## src/rtl/unidade_controle.sv

```systemverilog
// ============================================================================
// unidade_controle
// ----------------------------------------------------------------------------
// Control unit for a memory-game round. The datapath holds a 16-entry
// sequence; each round the player makes up to 16 plays. Every play is
// registered, compared against the memory word at the current address, and
// the address counter is then advanced. A round ends in success (all 16
// plays matched), error (one play mismatched) or timeout (no play within
// TIMEOUT cycles while waiting).
//
// Moore machine: every output is decoded from the state register alone.
//
// Parameters
//   TIMEOUT    cycles allowed in ESPERA without a play (2..65535)
//
// Ports
//   clock      system clock, rising edge active
//   reset      synchronous, active-high reset
//   iniciar    level request to start a round (INICIAL / final states only)
//   jogada     one-cycle play pulse from the datapath edge detector
//   igual      datapath comparator result (memory word == registered play)
//   fimC       datapath counter terminal count (address 15)
//   zeraC      clear the datapath address counter
//   contaC     advance the datapath address counter
//   zeraR      clear the datapath play register
//   registraR  load the datapath play register
//   pronto     round finished
//   acertou    round finished with all plays correct
//   errou      round finished on a wrong play
//   timeout    round abandoned because no play arrived in time
//   db_estado  current state code, for display
// ============================================================================
module unidade_controle #(
   parameter int unsigned TIMEOUT = 5000
) (
   input  logic       clock,
   input  logic       reset,
   input  logic       iniciar,
   input  logic       jogada,
   input  logic       igual,
   input  logic       fimC,
   output logic       zeraC,
   output logic       contaC,
   output logic       zeraR,
   output logic       registraR,
   output logic       pronto,
   output logic       acertou,
   output logic       errou,
   output logic       timeout,
   output logic [3:0] db_estado
);

   typedef enum logic [3:0] {
      INICIAL     = 4'b0000,
      PREPARACAO  = 4'b0001,
      ESPERA      = 4'b0010,
      REGISTRA    = 4'b0100,
      COMPARACAO  = 4'b0101,
      PROXIMO     = 4'b0110,
      FIM_ACERTO  = 4'b1010,
      FIM_ERRO    = 4'b1110,
      FIM_TIMEOUT = 4'b1101
   } estado_t;

   // Last timer value before the waiting window expires. The timer reads 0
   // in the first ESPERA cycle, so reaching TIMEOUT-1 means TIMEOUT cycles
   // have been spent waiting.
   localparam logic [15:0] TIMER_LAST = 16'(TIMEOUT - 1);

   estado_t     estado_q;
   estado_t     estado_d;
   logic [15:0] timer_q;
   logic [15:0] timer_d;

   // State and wait-timer registers. Reset wins over every other input,
   // including a simultaneous iniciar, and drops any round in progress.
   always_ff @(posedge clock) begin
      if (reset) begin
         estado_q <= INICIAL;
         timer_q  <= '0;
      end else begin
         estado_q <= estado_d;
         timer_q  <= timer_d;
      end
   end

   // Next-state logic. Unused codes fall back to INICIAL so the machine
   // always recovers to a known state.
   always_comb begin
      estado_d = estado_q;
      case (estado_q)
         INICIAL: begin
            if (iniciar) estado_d = PREPARACAO;
         end
         PREPARACAO: begin
            estado_d = ESPERA;
         end
         ESPERA: begin
            // A play arriving in the last waiting cycle still counts.
            if (jogada)                    estado_d = REGISTRA;
            else if (timer_q == TIMER_LAST) estado_d = FIM_TIMEOUT;
         end
         REGISTRA: begin
            // One cycle for the play register and memory to settle before
            // igual is trusted.
            estado_d = COMPARACAO;
         end
         COMPARACAO: begin
            if (!igual)    estado_d = FIM_ERRO;
            else if (fimC) estado_d = FIM_ACERTO;
            else           estado_d = PROXIMO;
         end
         PROXIMO: begin
            estado_d = ESPERA;
         end
         FIM_ACERTO, FIM_ERRO, FIM_TIMEOUT: begin
            if (iniciar) estado_d = PREPARACAO;
         end
         default: begin
            estado_d = INICIAL;
         end
      endcase
   end

   // Wait timer. It only counts while the machine stays in ESPERA, and reads
   // zero in every other state, so each new entry into ESPERA gets a full
   // window.
   always_comb begin
      timer_d = '0;
      if (estado_q == ESPERA && estado_d == ESPERA) begin
         timer_d = timer_q + 16'd1;
      end
   end

   // Moore output decode. contaC only comes from PROXIMO, which is reached
   // only when fimC=0, so the address counter never wraps past 15.
   always_comb begin
      zeraC     = 1'b0;
      contaC    = 1'b0;
      zeraR     = 1'b0;
      registraR = 1'b0;
      pronto    = 1'b0;
      acertou   = 1'b0;
      errou     = 1'b0;
      timeout   = 1'b0;
      case (estado_q)
         PREPARACAO: begin
            zeraC = 1'b1;
            zeraR = 1'b1;
         end
         REGISTRA: begin
            registraR = 1'b1;
         end
         PROXIMO: begin
            contaC = 1'b1;
         end
         FIM_ACERTO: begin
            pronto  = 1'b1;
            acertou = 1'b1;
         end
         FIM_ERRO: begin
            pronto = 1'b1;
            errou  = 1'b1;
         end
         FIM_TIMEOUT: begin
            pronto  = 1'b1;
            timeout = 1'b1;
         end
         default: begin
         end
      endcase
   end

   assign db_estado = estado_q;

endmodule

```

## config.mk

```make
export PLATFORM = sky130hd
export DESIGN_NAME = unidade_controle
export DESIGN_NICKNAME = d
export VERILOG_FILES = /design/src/rtl/unidade_controle.sv
export SDC_FILE = /design/constraint.sdc
export NUM_CORES = 1
export LEC_CHECK = 0
export BUFFER_PORTS_ARGS = -buffer_cell sky130_fd_sc_hd__buf_2
export CORE_MARGIN = 4
export CORE_UTILIZATION = 50
export CTS_CLUSTER_DIAMETER = 150
export DETAILED_ROUTE_END_ITERATION = 12
export PLACE_DENSITY = 0.72
export SKIP_LAST_GASP = 1
export SLEW_MARGIN = 25
export SYNTH_ARGS = -nofsm -noshare
export SYNTH_HDL_FRONTEND = slang
export SYNTH_SLANG_ARGS = --single-unit
```

## constraint.sdc

```tcl
create_clock -name clock -period 1.8 [get_ports clock]
set_input_delay 0.09 -clock clock [delete_from_list [all_inputs] [get_ports clock]]
set_output_delay 0.09 -clock clock [all_outputs]
set_load 0.02 [all_outputs]
```

# == Word-level counts from Yosys, hierarchy flattened ==
# Index checks and enable logic that the tools add are counted.
# totals
ff_bits,20
inputBits,6
out_inout_bits,12
# classes
reduce_logical,6
mux,13
eq_ne,10
bitwise_logic,1
n_addsub,1
# ops
operator,n
$mux W4,5
$pmux W4 S5,1
$add A16 B1 Y16 const B,1
$eq A16 B13 Y1 const B,1
$eq A4 B3 Y1 const B,3
$eq A4 B4 Y1 const B,3
$eq A4 B2 Y1 const B,2
$mux W1,7
$eq A4 B1 Y1 const B,1
$logic_not A4 Y1,1
$reduce_or A2 Y1,2
$reduce_or A4 Y1,1
$reduce_or A3 Y1,1
$logic_and A1 B1 Y1,1
$not A1 Y1,1

# == Depth between registers and ports, before layout ==
# Gate-level depths: netlist of run 1.
# logic_depth
word_depth,8
ltp_mapped,6
ltp_nobuf,5

# == Worst setup path after synthesis of run 1 ==
# No wires, ideal clock.
# synth_path
path_kind,flip-flop to output port
start,"register estado_q[3], in the netlist db_estado[3]"
end,output port zeraR
t_arrival_ns,1.765
n_path_buf,2
slack_ns,-0.055
stages_incl_launch_ff,4
cell_sequence,dfxtp_1 clkbuf_1 nor4b_1 buf_4
# synth_between
elab_chain_cells,2
# synth_rtl
element,line_no,text
from (decl),70,estado_t estado_q;
from (signal assigned),82,estado_q <= estado_d;
$eq A4 B1 Y1,n/a,
$mux W1,n/a,
to (decl),44,"output logic zeraR,"
# No other way between the ends.

# == Worst setup path after layout of run 1 ==
# layout_path
start,"register estado_q[0], in the netlist db_estado[0]"
end,register timer_q[13]
# layout_between
elab_chain_cells,7
word_cells_on_any_way,19
cone_classes,9 x eq/ne; 4 x mux; 1 x bitwise; 5 x reduce/logical
# layout_rtl
element,line_no,text
$eq A4 B4 Y1 (tied with other cells),91,case (estado_q)
$reduce_or A4 Y1 (no source line) (tied with other cells),n/a,
$pmux W4 S5,91,
$eq A4 B2 Y1,130,if (estado_q == ESPERA && estado_d == ESPERA) begin
$logic_and A1 B1 Y1 *,130,
$not A1 Y1 (no source line) *,n/a,
$reduce_or A2 Y1 (no source line) *,n/a,
to (signal assigned),83,timer_q <= timer_d;
to (decl),72,logic [15:0] timer_q;
# Every way passes the cells marked *; elsewhere a longest branch is shown, timed or not.
# A chain may end at the register's enable or synchronous reset.

==> flow_summary.json, run 1 <==
{
  "dieArea_mm2": 0.00295,
  "r2r-start": "db_estado[0]",
  "ctsHtreeMaxLevel": 1,
  "cp_max_fo": 16,
  "clock-root-buffer": "sky130_fd_sc_hd__clkbuf_4",
  "max_slew_margin_pct": 66.4,
  "cts_tree": "yes",
  "tns_ns": 0,
  "boundaryPins": 18,
  "power.combinational.fraction_pct": 11.1,
  "antenna_found_initial": 0,
  "timing.final.setup_violations": 0,
  "path_buf_inv": 0,
  "gpl.final_weighted_congestion": 0.821,
  "timing.critical_path.slowest_cell_delay_ns": 0.41,
  "cpLargestDelayFamily": "simple AND/OR/NAND/NOR gates",
  "clkSinkCount": 20,
  "detail_route.wl_per_cell_um": 13.1,
  "vias_post_dr": 983,
  "worst_ir_drop_vdd_v": 0.000521,
  "cpMaxStageDelayCell": "sky130_fd_sc_hd__dfxtp_1",
  "drt_pass1_iterations": 4,
  "detailedRoute.firstIterationViolations": 19,
  "critical_path_launch_point_type": "flip-flop",
  "cellInternalPower_mw": 0.559,
  "timing_worst_slew_pin_value_ns": 0.500,
  "ant_nets": 0,
  "place.port_buffers": 17,
  "synth_fp_nets": 134,
  "leakage_nw": 0.443,
  "ant_diodes": 0,
  "net_switching_component_of_the_power_mw": 0.185,
  "cp-startpoint": "db_estado[0]",
  "drc_errors": 0,
  "fmax_mhz": 613,
  "worst_clock_skew_ns": 0.00579,
  "r2r_slack_ns": 0.17,
  "cp-end-kind": "flip-flop",
  "rsz0062_at_grt": "no",
  "clock_input_transition_at_the_sequential_cells_of_the_worst_setup_and_hold_paths_ns": 0.10,
  "fill_cells": 201,
  "postCtsSetupBuffers": 0,
  "run_status": "complete, no violations",
  "route.final.wire_length_um": 2260,
  "crit_type": "flip-flop to flip-flop",
  "synth.avg_cell_area_um2": 8.45,
  "fp-row-count": 16,
  "clockPowerShare_pct": 27.3,
  "synth_area_leader_cell": "sky130_fd_sc_hd__dfxtp_1",
  "start_util_pct": 53.6,
  "detail_route.vias_per_cell": 5.68,
  "first_global_vias": 861,
  "min_period_ns": 1.63,
  "commonest_cells_after_routing_fill_and_taps_aside": "sky130_fd_sc_hd__nor2_1, sky130_fd_sc_hd__dfxtp_1, sky130_fd_sc_hd__buf_2",
  "insertion_delay_ns": 0.29,
  "critPathArrivalTime_ns": 1.86,
  "grt_start_max_net_pins": 17,
  "num-nets-final": 155,
  "dpl_cell_area_mm2": 0.00120,
  "seq_power_share_pct": 61.7,
  "timing.final.max_slew_violations": 0,
  "core_area_mm2": 0.00200,
  "place_hpwl_um": 1700,
  "grtUsageTotal_pct": 17.7,
  "syn-cell-area_mm2": 0.00107,
  "cells_along_the_critical_path": "nand2b_4 -> nor4_2 -> o2111ai_4 -> a21oi_1",
  "synth_seq_area_share_pct": 37.3,
  "hold_path_start": "jogada",
  "netlist.area_leader.share_pct": 37.3,
  "power_density_mw_per_mm2": 595,
  "count_of_max_cap_constraint_violations": 0,
  "yosysWarningCount": 0,
  "chipHeight_um": 54.3,
  "synth.distinct_cells": 39,
  "finalCritPeriodShare_pct": 90.6,
  "synth_area_leaders": "sky130_fd_sc_hd__dfxtp_1, sky130_fd_sc_hd__nor2_1, sky130_fd_sc_hd__xor2_1",
  "ys_ff_latch": 20,
  "areaGrowthSynthToFinish_pct": 16.6,
  "fin_area_mm2": 0.00125,
  "finalPower_mw": 0.745,
  "final_layout_size_suffix_gt1_share_pct": 24.7,
  "cts-buffers-inserted": 3,
  "grt_pass1_wl_um": 3800,
  "data_required_time_at_the_worst_endpoint_ns": 2.03,
  "die_w_um": 54.3,
  "grt-ovfl-total": 0,
  "syn-instance-count": 127,
  "switching_share_pct": 24.9,
  "number_of_hold_violations_in_the_final_report": 0,
  "cts_buffer_depth": 2,
  "hold_path.class": "input port to flip-flop"
}
-- cell usage after synthesis, drive strengths merged --
master,number
nor4bb,1
clkbuf,3
inv,5
nand3,4
xnor2,4
nor2b,1
nand2b,3
and4,3
nand3b,1
o31ai,1
dfxtp,20
nand4,6
a2111oi,1
o2111ai,1
a221oi,1
buf,3
ha,1
o2bb2ai,1
o21ai,6
nor3,5
a211oi,1
a21oi,10
nor4,3
nand2,6
nor4b,3
and2,2
or4,1
or3,2
and3,1
nor2,19
xor2,7
a311oi,1
-- per-layer routing --
layer	up-vias	track usage [%]	part of all wire [%]
met1	448	21.9	46
met4	0	8.71	2.1
met2	29	29.1	47
met5	-	0	0
li1	499	-	-
met3	7	3.27	5.5
-- state kept, by name (all words and copies together) (netlist names) --
register and flops:
timer_q 16, db_estado 4
-- power by group through the flow --
stage	Clock, mW	Combinational (mW)	Sequential, mW
floorplan	0	0.0517	0.471
global placement	0	0.0770	0.468
detailed placement	0	0.0775	0.469
CTS	0.210	0.0794	0.458
global route	0.227	0.0903	0.461
finish	0.203	0.0824	0.459
-- path summary, 6_finish.rpt --
check,endpoint,cells after the start
hold / removal,db_estado[2],3
setup / recovery,timer_q[13],4
hold reg to reg,timer_q[0],1
setup reg to reg,timer_q[13],4
-- cells by family (layout without fill, tap and decap cells) --
group,after synthesis,after routing,synth area share [%]
buffers and inverters,11,30,4.43
XOR/XNOR,11,11,8.97
AO/OA/AOI/OAI,23,23,13.9
adder cells (fa/ha/maj),1,1,1.17
flip-flops,20,20,37.3
AND/OR/NAND/NOR,61,61,34.3
-- metrics by stage --
step                utilization [%]  cells  setup WS (ns)  hold slack [ns]
finish                         62.5    173          0.169            0.149
global route                   62.5    173         0.0230            0.180
CTS                            61.6    173         0.0861            0.134
detailed placement             59.9    169          0.106            0.281
global placement               59.9    169          0.154            0.261
floorplan                         -    127          0.267            0.159
-- worst register-to-register path: stages, from the launching register on --
cell and delay, ns:
sky130_fd_sc_hd__dfxtp_1 0.41, sky130_fd_sc_hd__nand2b_4 0.20, sky130_fd_sc_hd__nor4_2 0.38, sky130_fd_sc_hd__o2111ai_4 0.36, sky130_fd_sc_hd__a21oi_1 0.22
-- what timing repair did --
action / 4_1_cts / 5_1_grt
resized for setup: 0 / 4
endpoints found under the hold margin: 1 / 0
hold buffers: 1 / 0
endpoints found under the setup margin: 0 / 17
-- cell type report --
type | count | area, um2 | area share, %
Multi-Input combinational cell | 96 | 649 | 51.9
Inverter | 5 | 18.8 | 1.50
Tap cell | 27 | 33.8 | 2.70
Sequential cell | 20 | 402 | 32.1
Clock buffer | 3 | 22.5 | 1.80
Timing Repair Buffer | 22 | 125 | 10.0
Power figures use the tool's default switching activity.
==> run 2: changes to the inputs <==
ABC_AREA = 1   (was not set)
==> run 2 against run 1 <==
  * Worst setup slack improved by 0.070 ns
  * Clock power about the same
  * Clock skew grew 0.0055 ns
  * Synthesized cell count is 38% higher
  * Final cell count is 28% higher
  * Power grew 6.8%
  * Critical path depth increased by 1
  * Non-clock buffer count fell by 5
  * Via count grew 14%
  * Cell area grew 2.4%
  * Largest cell class unchanged
  * Highest routed layer unchanged
==> flow_summary.json, run 2 <==
{
  "critical-path-top-cell-by-count": "sky130_fd_sc_hd__inv_1",
  "count_of_max_cap_constraint_violations": 0,
  "cts-hold-fix-buffers": 0,
  "cts_buffer_depth": 2,
  "finalCritPeriodShare_pct": 86.7,
  "cpMaxStageDelayCell": "sky130_fd_sc_hd__dfxtp_1",
  "largest_reg_flops": 16,
  "postCtsSetupBuffers": 0,
  "ys_ff_latch": 20,
  "worst_ir_drop_vdd_v": 0.000520,
  "ant_diodes": 0,
  "netlist.area_leader.share_pct": 34.6,
  "detailedRoute.firstIterationViolations": 15,
  "cts-buffers-inserted": 3,
  "cts_tree": "yes",
  "worst_hold_slack_ns": 0.0188,
  "synth.avg_cell_area_um2": 6.61,
  "critPathArrivalTime_ns": 1.47,
  "chipHeight_um": 56.1,
  "grt_start_max_net_pins": 17,
  "insertion_delay_ns": 0.30,
  "vias_post_dr": 1116,
  "timing_worst_slew_pin_value_ns": 0.441,
  "first_global_vias": 1135,
  "cp_max_fo": 7,
  "timing.critical_path.slowest_cell_delay_ns": 0.48,
  "areaGrowthSynthToFinish_pct": 10.7,
  "final_layout_size_suffix_gt1_share_pct": 20.7,
  "timing.final.max_slew_violations": 0,
  "synth-edff-count": 0,
  "clkSinkCount": 20,
  "layout.cells.most_common": "sky130_fd_sc_hd__nand2_1",
  "grt-ovfl-total": 0,
  "gpl.final_weighted_congestion": 0.819,
  "power_density_mw_per_mm2": 621,
  "fmax_mhz": 641,
  "drt_pass1_iterations": 4,
  "fp-row-count": 17,
  "boundaryPins": 18,
  "data_required_time_at_the_worst_endpoint_ns": 1.71,
  "syn-cell-area_mm2": 0.00116,
  "detail_route.vias_per_cell": 5.05,
  "grtUsageTotal_pct": 17.2,
  "cp-end-kind": "primary output",
  "grt_pass1_wl_um": 4480,
  "ant_nets": 0,
  "crit_type": "flip-flop to primary output",
  "place.port_buffers": 17,
  "ctsHtreeMaxLevel": 1,
  "leakage_nw": 0.557,
  "synth.cells.most_frequent": "sky130_fd_sc_hd__nand2_1, sky130_fd_sc_hd__nor2_1, sky130_fd_sc_hd__inv_1",
  "max_slew_margin_pct": 70.4,
  "synth_seq_area_share_pct": 34.6,
  "die_w_um": 56.1,
  "clock-root-buffer": "sky130_fd_sc_hd__clkbuf_4",
  "rsz0062_at_grt": "no",
  "antenna_found_initial": 0,
  "largest_register": "timer_q",
  "num-nets-final": 202,
  "core_area_mm2": 0.00221,
  "critical_path_launch_point_type": "flip-flop",
  "post_cts_resized": 0,
  "commonest_cells_after_routing_fill_and_taps_aside": "sky130_fd_sc_hd__nand2_1, sky130_fd_sc_hd__nor2_1, sky130_fd_sc_hd__inv_1",
  "ys_async_sr_fraction_pct": 0,
  "dieArea_mm2": 0.00315,
  "syn-instance-count": 175,
  "fill_cells": 240,
  "synth-main-ff-cell": "sky130_fd_sc_hd__dfxtp_1",
  "synth_area_leader_cell": "sky130_fd_sc_hd__dfxtp_1",
  "synth.distinct_cells": 23,
  "synth_area_leaders": "sky130_fd_sc_hd__dfxtp_1, sky130_fd_sc_hd__nand2_1, sky130_fd_sc_hd__nor2_1",
  "drc_errors": 0,
  "detail_route.wl_per_cell_um": 10.9,
  "min_period_ns": 1.56,
  "yosysWarningCount": 0,
  "place_hpwl_um": 1930,
  "cells_along_the_critical_path": "inv_1 -> nor2_1 -> nand2_1 -> inv_1 -> buf_2",
  "clock_input_transition_at_the_sequential_cells_of_the_worst_setup_and_hold_paths_ns": 0.11,
  "post-synth-top-count-cell": "sky130_fd_sc_hd__nand2_1",
  "timing.final.setup_violations": 0,
  "start_util_pct": 52.3,
  "synth_fp_nets": 182,
  "tns_ns": 0,
  "run_status": "complete, no violations",
  "worst_clock_skew_ns": 0.0113,
  "hold_path.class": "input port to flip-flop",
  "route.final.wire_length_um": 2410,
  "number_of_hold_violations_in_the_final_report": 0
}
run 2: routing by layer:
metal,GRT usage [%],wire length (um)
met1,21.2,1090
met2,28.0,1180
met3,3.71,80
met4,8.47,52
met5,0,0
run 2: path summary, 6_finish.rpt:
path | from | end | slack [ns] | cells past startpoint
max | db_estado[2] | registraR | 0.24 | 5
max reg2reg | timer_q[0] | timer_q[12] | 0.42 | 6
min | reset | db_estado[2] | 0.02 | 2
min reg2reg | timer_q[0] | timer_q[0] | 0.45 | 1
run 2: layout make-up:
| type | count | area, um2 | area share (%) |
|---|---|---|---|
| Timing Repair Buffer | 17 | 85.1 | 6.64 |
| Multi-Input combinational cell | 125 | 633 | 49.4 |
| Inverter | 28 | 105 | 8.20 |
| Clock buffer | 3 | 22.5 | 1.76 |
| Tap cell | 28 | 35.0 | 2.73 |
| Sequential cell | 20 | 400 | 31.2 |
run 2: cells by family (layout without fill, tap and decap cells):
logic type                 after synthesis  count (layout)  share of synthesized area (%)
buffers and inverters                   30              48                           10.7
xor gates and xnor gates                 5               5                           3.78
DFF                                     20              20                           34.6
adders and majority gates                1               1                           1.08
and+or+nand+nor                        101             101                           41.4
AOI/OAI and AO/OA                       18              18                           8.43
run 2: stage by stage:
stage / worst slack, ns / std cells / cell area (um2) / utilization [%] / power, mW
CTS: 0.228 / 221 / 1280 / 57.9 / 0.804
global route: 0.0800 / 221 / 1280 / 57.9 / 0.844
global placement: 0.442 / 218 / 1260 / 56.9 / 0.597
finish: 0.240 / 221 / 1280 / 57.9 / 0.795
floorplan: 0.306 / 175 / 1160 / - / 0.568
detailed placement: 0.423 / 218 / 1260 / 56.9 / 0.602
run 2: report_power, final:
| part | leakage (nW) | internal [mW] | switching (mW) |
|---|---|---|---|
| registers | 0.161 | 0.452 | 0.0162 |
| clock network | 0.0138 | 0.0778 | 0.125 |
| logic | 0.381 | 0.0428 | 0.0813 |
| total | 0.557 | 0.572 | 0.223 |
run 2: worst max-delay path, delay by kind of cell, from the launching register on:
| family | cells | cell delay, ns |
|---|---|---|
| buffers and inverters | 3 | 0.35 |
| and+or+nand+nor | 2 | 0.34 |
| DFF | 1 | 0.48 |
==> run 3: changes to the inputs <==
ABC_AREA = 0   (was 1)
TNS_END_PERCENT = 10   (was not set)
==> run 3 against run 2 <==
  * Global-route usage grew 0.46 points
  * Power shrank 6.5%
  * Hold slack improved by 0.13 ns
  * First-iteration DRC count is 27% higher
  * Sequential share of layout area up 0.85 points
  * Register-to-register slack worse by 0.23 ns
  * Worst setup slack got worse by 0.096 ns
  * Wire length shrank 7.3%
  * Critical path depth down 1
  * Cell area down 2.3%
  * Clock skew is 0.0055 ns lower
==> flow_summary.json, run 3 (synthesis gave the netlist of run 1 again) <==
{
  "hold_path.class": "input port to flip-flop",
  "finalCritPeriodShare_pct": 92.0,
  "drc_errors": 0,
  "worst_hold_slack_ns": 0.149,
  "gpl.final_weighted_congestion": 0.821,
  "tns_ns": 0,
  "antenna_found_initial": 0,
  "data_required_time_at_the_worst_endpoint_ns": 1.71,
  "number_of_hold_violations_in_the_final_report": 0,
  "grt-ovfl-total": 0,
  "leakage_nw": 0.443,
  "place.port_buffers": 17,
  "power_density_mw_per_mm2": 594,
  "clkSinkCount": 20,
  "cp_max_fo": 10,
  "detail_route.vias_per_cell": 5.66,
  "largest_reg_flops": 16,
  "boundaryPins": 18,
  "ctsHtreeMaxLevel": 1,
  "detail_route.wl_per_cell_um": 12.9,
  "min_period_ns": 1.66,
  "cts_tree": "yes",
  "commonest_cells_after_routing_fill_and_taps_aside": "sky130_fd_sc_hd__nor2_1, sky130_fd_sc_hd__dfxtp_1, sky130_fd_sc_hd__buf_2",
  "rsz0062_at_grt": "yes",
  "largest_register": "timer_q",
  "place_hpwl_um": 1700,
  "run_status": "complete, no violations",
  "clock_input_transition_at_the_sequential_cells_of_the_worst_setup_and_hold_paths_ns": 0.10,
  "grt_pass1_wl_um": 3800,
  "timing.final.max_slew_violations": 0,
  "fin_util_pct": 62.5,
  "detailedRoute.firstIterationViolations": 19,
  "grt_start_max_net_pins": 17,
  "fmax_mhz": 604,
  "critical_path_launch_point_type": "flip-flop",
  "cts-buffers-inserted": 3,
  "worst_clock_skew_ns": 0.00579,
  "crit_type": "flip-flop to primary output",
  "ant_nets": 0,
  "first_global_vias": 861,
  "max_slew_margin_pct": 67.6,
  "grtUsageTotal_pct": 17.7,
  "cp-end-kind": "primary output",
  "postCtsSetupBuffers": 0,
  "start_util_pct": 53.6,
  "timing_worst_slew_pin_value_ns": 0.483,
  "ant_diodes": 0,
  "insertion_delay_ns": 0.29,
  "areaGrowthSynthToFinish_pct": 16.6,
  "worst_ir_drop_vdd_v": 0.000520,
  "fp-row-count": 16,
  "count_of_max_cap_constraint_violations": 0,
  "dieArea_mm2": 0.00295,
  "critPathArrivalTime_ns": 1.57,
  "chipHeight_um": 54.3,
  "die_w_um": 54.3,
  "vias_post_dr": 979,
  "timing.final.setup_violations": 0,
  "route.final.wire_length_um": 2230,
  "clock-root-buffer": "sky130_fd_sc_hd__clkbuf_4",
  "num-nets-final": 155,
  "core_area_mm2": 0.00200,
  "drt_pass1_iterations": 4,
  "final_layout_size_suffix_gt1_share_pct": 24.7,
  "cts_buffer_depth": 2
}
-- run 3: final timing paths --
path	cells past startpoint	end	slack (ns)	start
max	4	pronto	0.14	db_estado[0]
min	3	db_estado[2]	0.15	jogada
min reg2reg	1	timer_q[0]	0.45	timer_q[0]
max reg2reg	4	timer_q[13]	0.19	db_estado[0]
-- run 3: layout make-up --
cell class | count | area (um2)
fillers | 201 | 751
multi-input cells | 96 | 649
flip-flops and latches | 20 | 402
repair buffers | 22 | 125
well taps | 27 | 33.8
clock buffers | 3 | 22.5
inverters | 5 | 18.8
-- run 3: stage by stage --
step	cell area, um2	std cells	setup slack, ns	total power [mW]
after floorplan	1080	127	0.267	0.523
after global placement	1200	169	0.154	0.545
after detailed placement	1200	169	0.106	0.546
after CTS	1230	173	0.0861	0.747
after global routing	1250	173	-0.0254	0.778
final	1250	173	0.143	0.744
-- run 3: critical path: stages, from the launching register on --
cell                      delay (ns)
sky130_fd_sc_hd__dfxtp_1        0.51
sky130_fd_sc_hd__nand2_1        0.18
sky130_fd_sc_hd__o21ai_0        0.28
sky130_fd_sc_hd__and2_1         0.16
sky130_fd_sc_hd__buf_2          0.15
-- run 3: metal layers --
metal  up-vias  global-route usage [%]  part of all wire [%]
met1       450                    21.9                    46
met2        26                    29.1                    47
li1        498                       -                     -
met5         -                       0                     0
met4         0                    8.71                   1.9
met3         5                    3.27                   5.0
-- run 3: what timing repair did --
action,CTS,global route
endpoints found under the hold margin,1,0
resized for setup,0,3
hold buffers,1,0
setup endpoints to repair,0,17
-- run 3: report_power, final --
group	internal [mW]	switching [mW]	leakage, nW
combinational	0.0335	0.0479	0.267
sequential	0.448	0.0113	0.162
clock	0.0779	0.125	0.0138
total	0.559	0.184	0.443
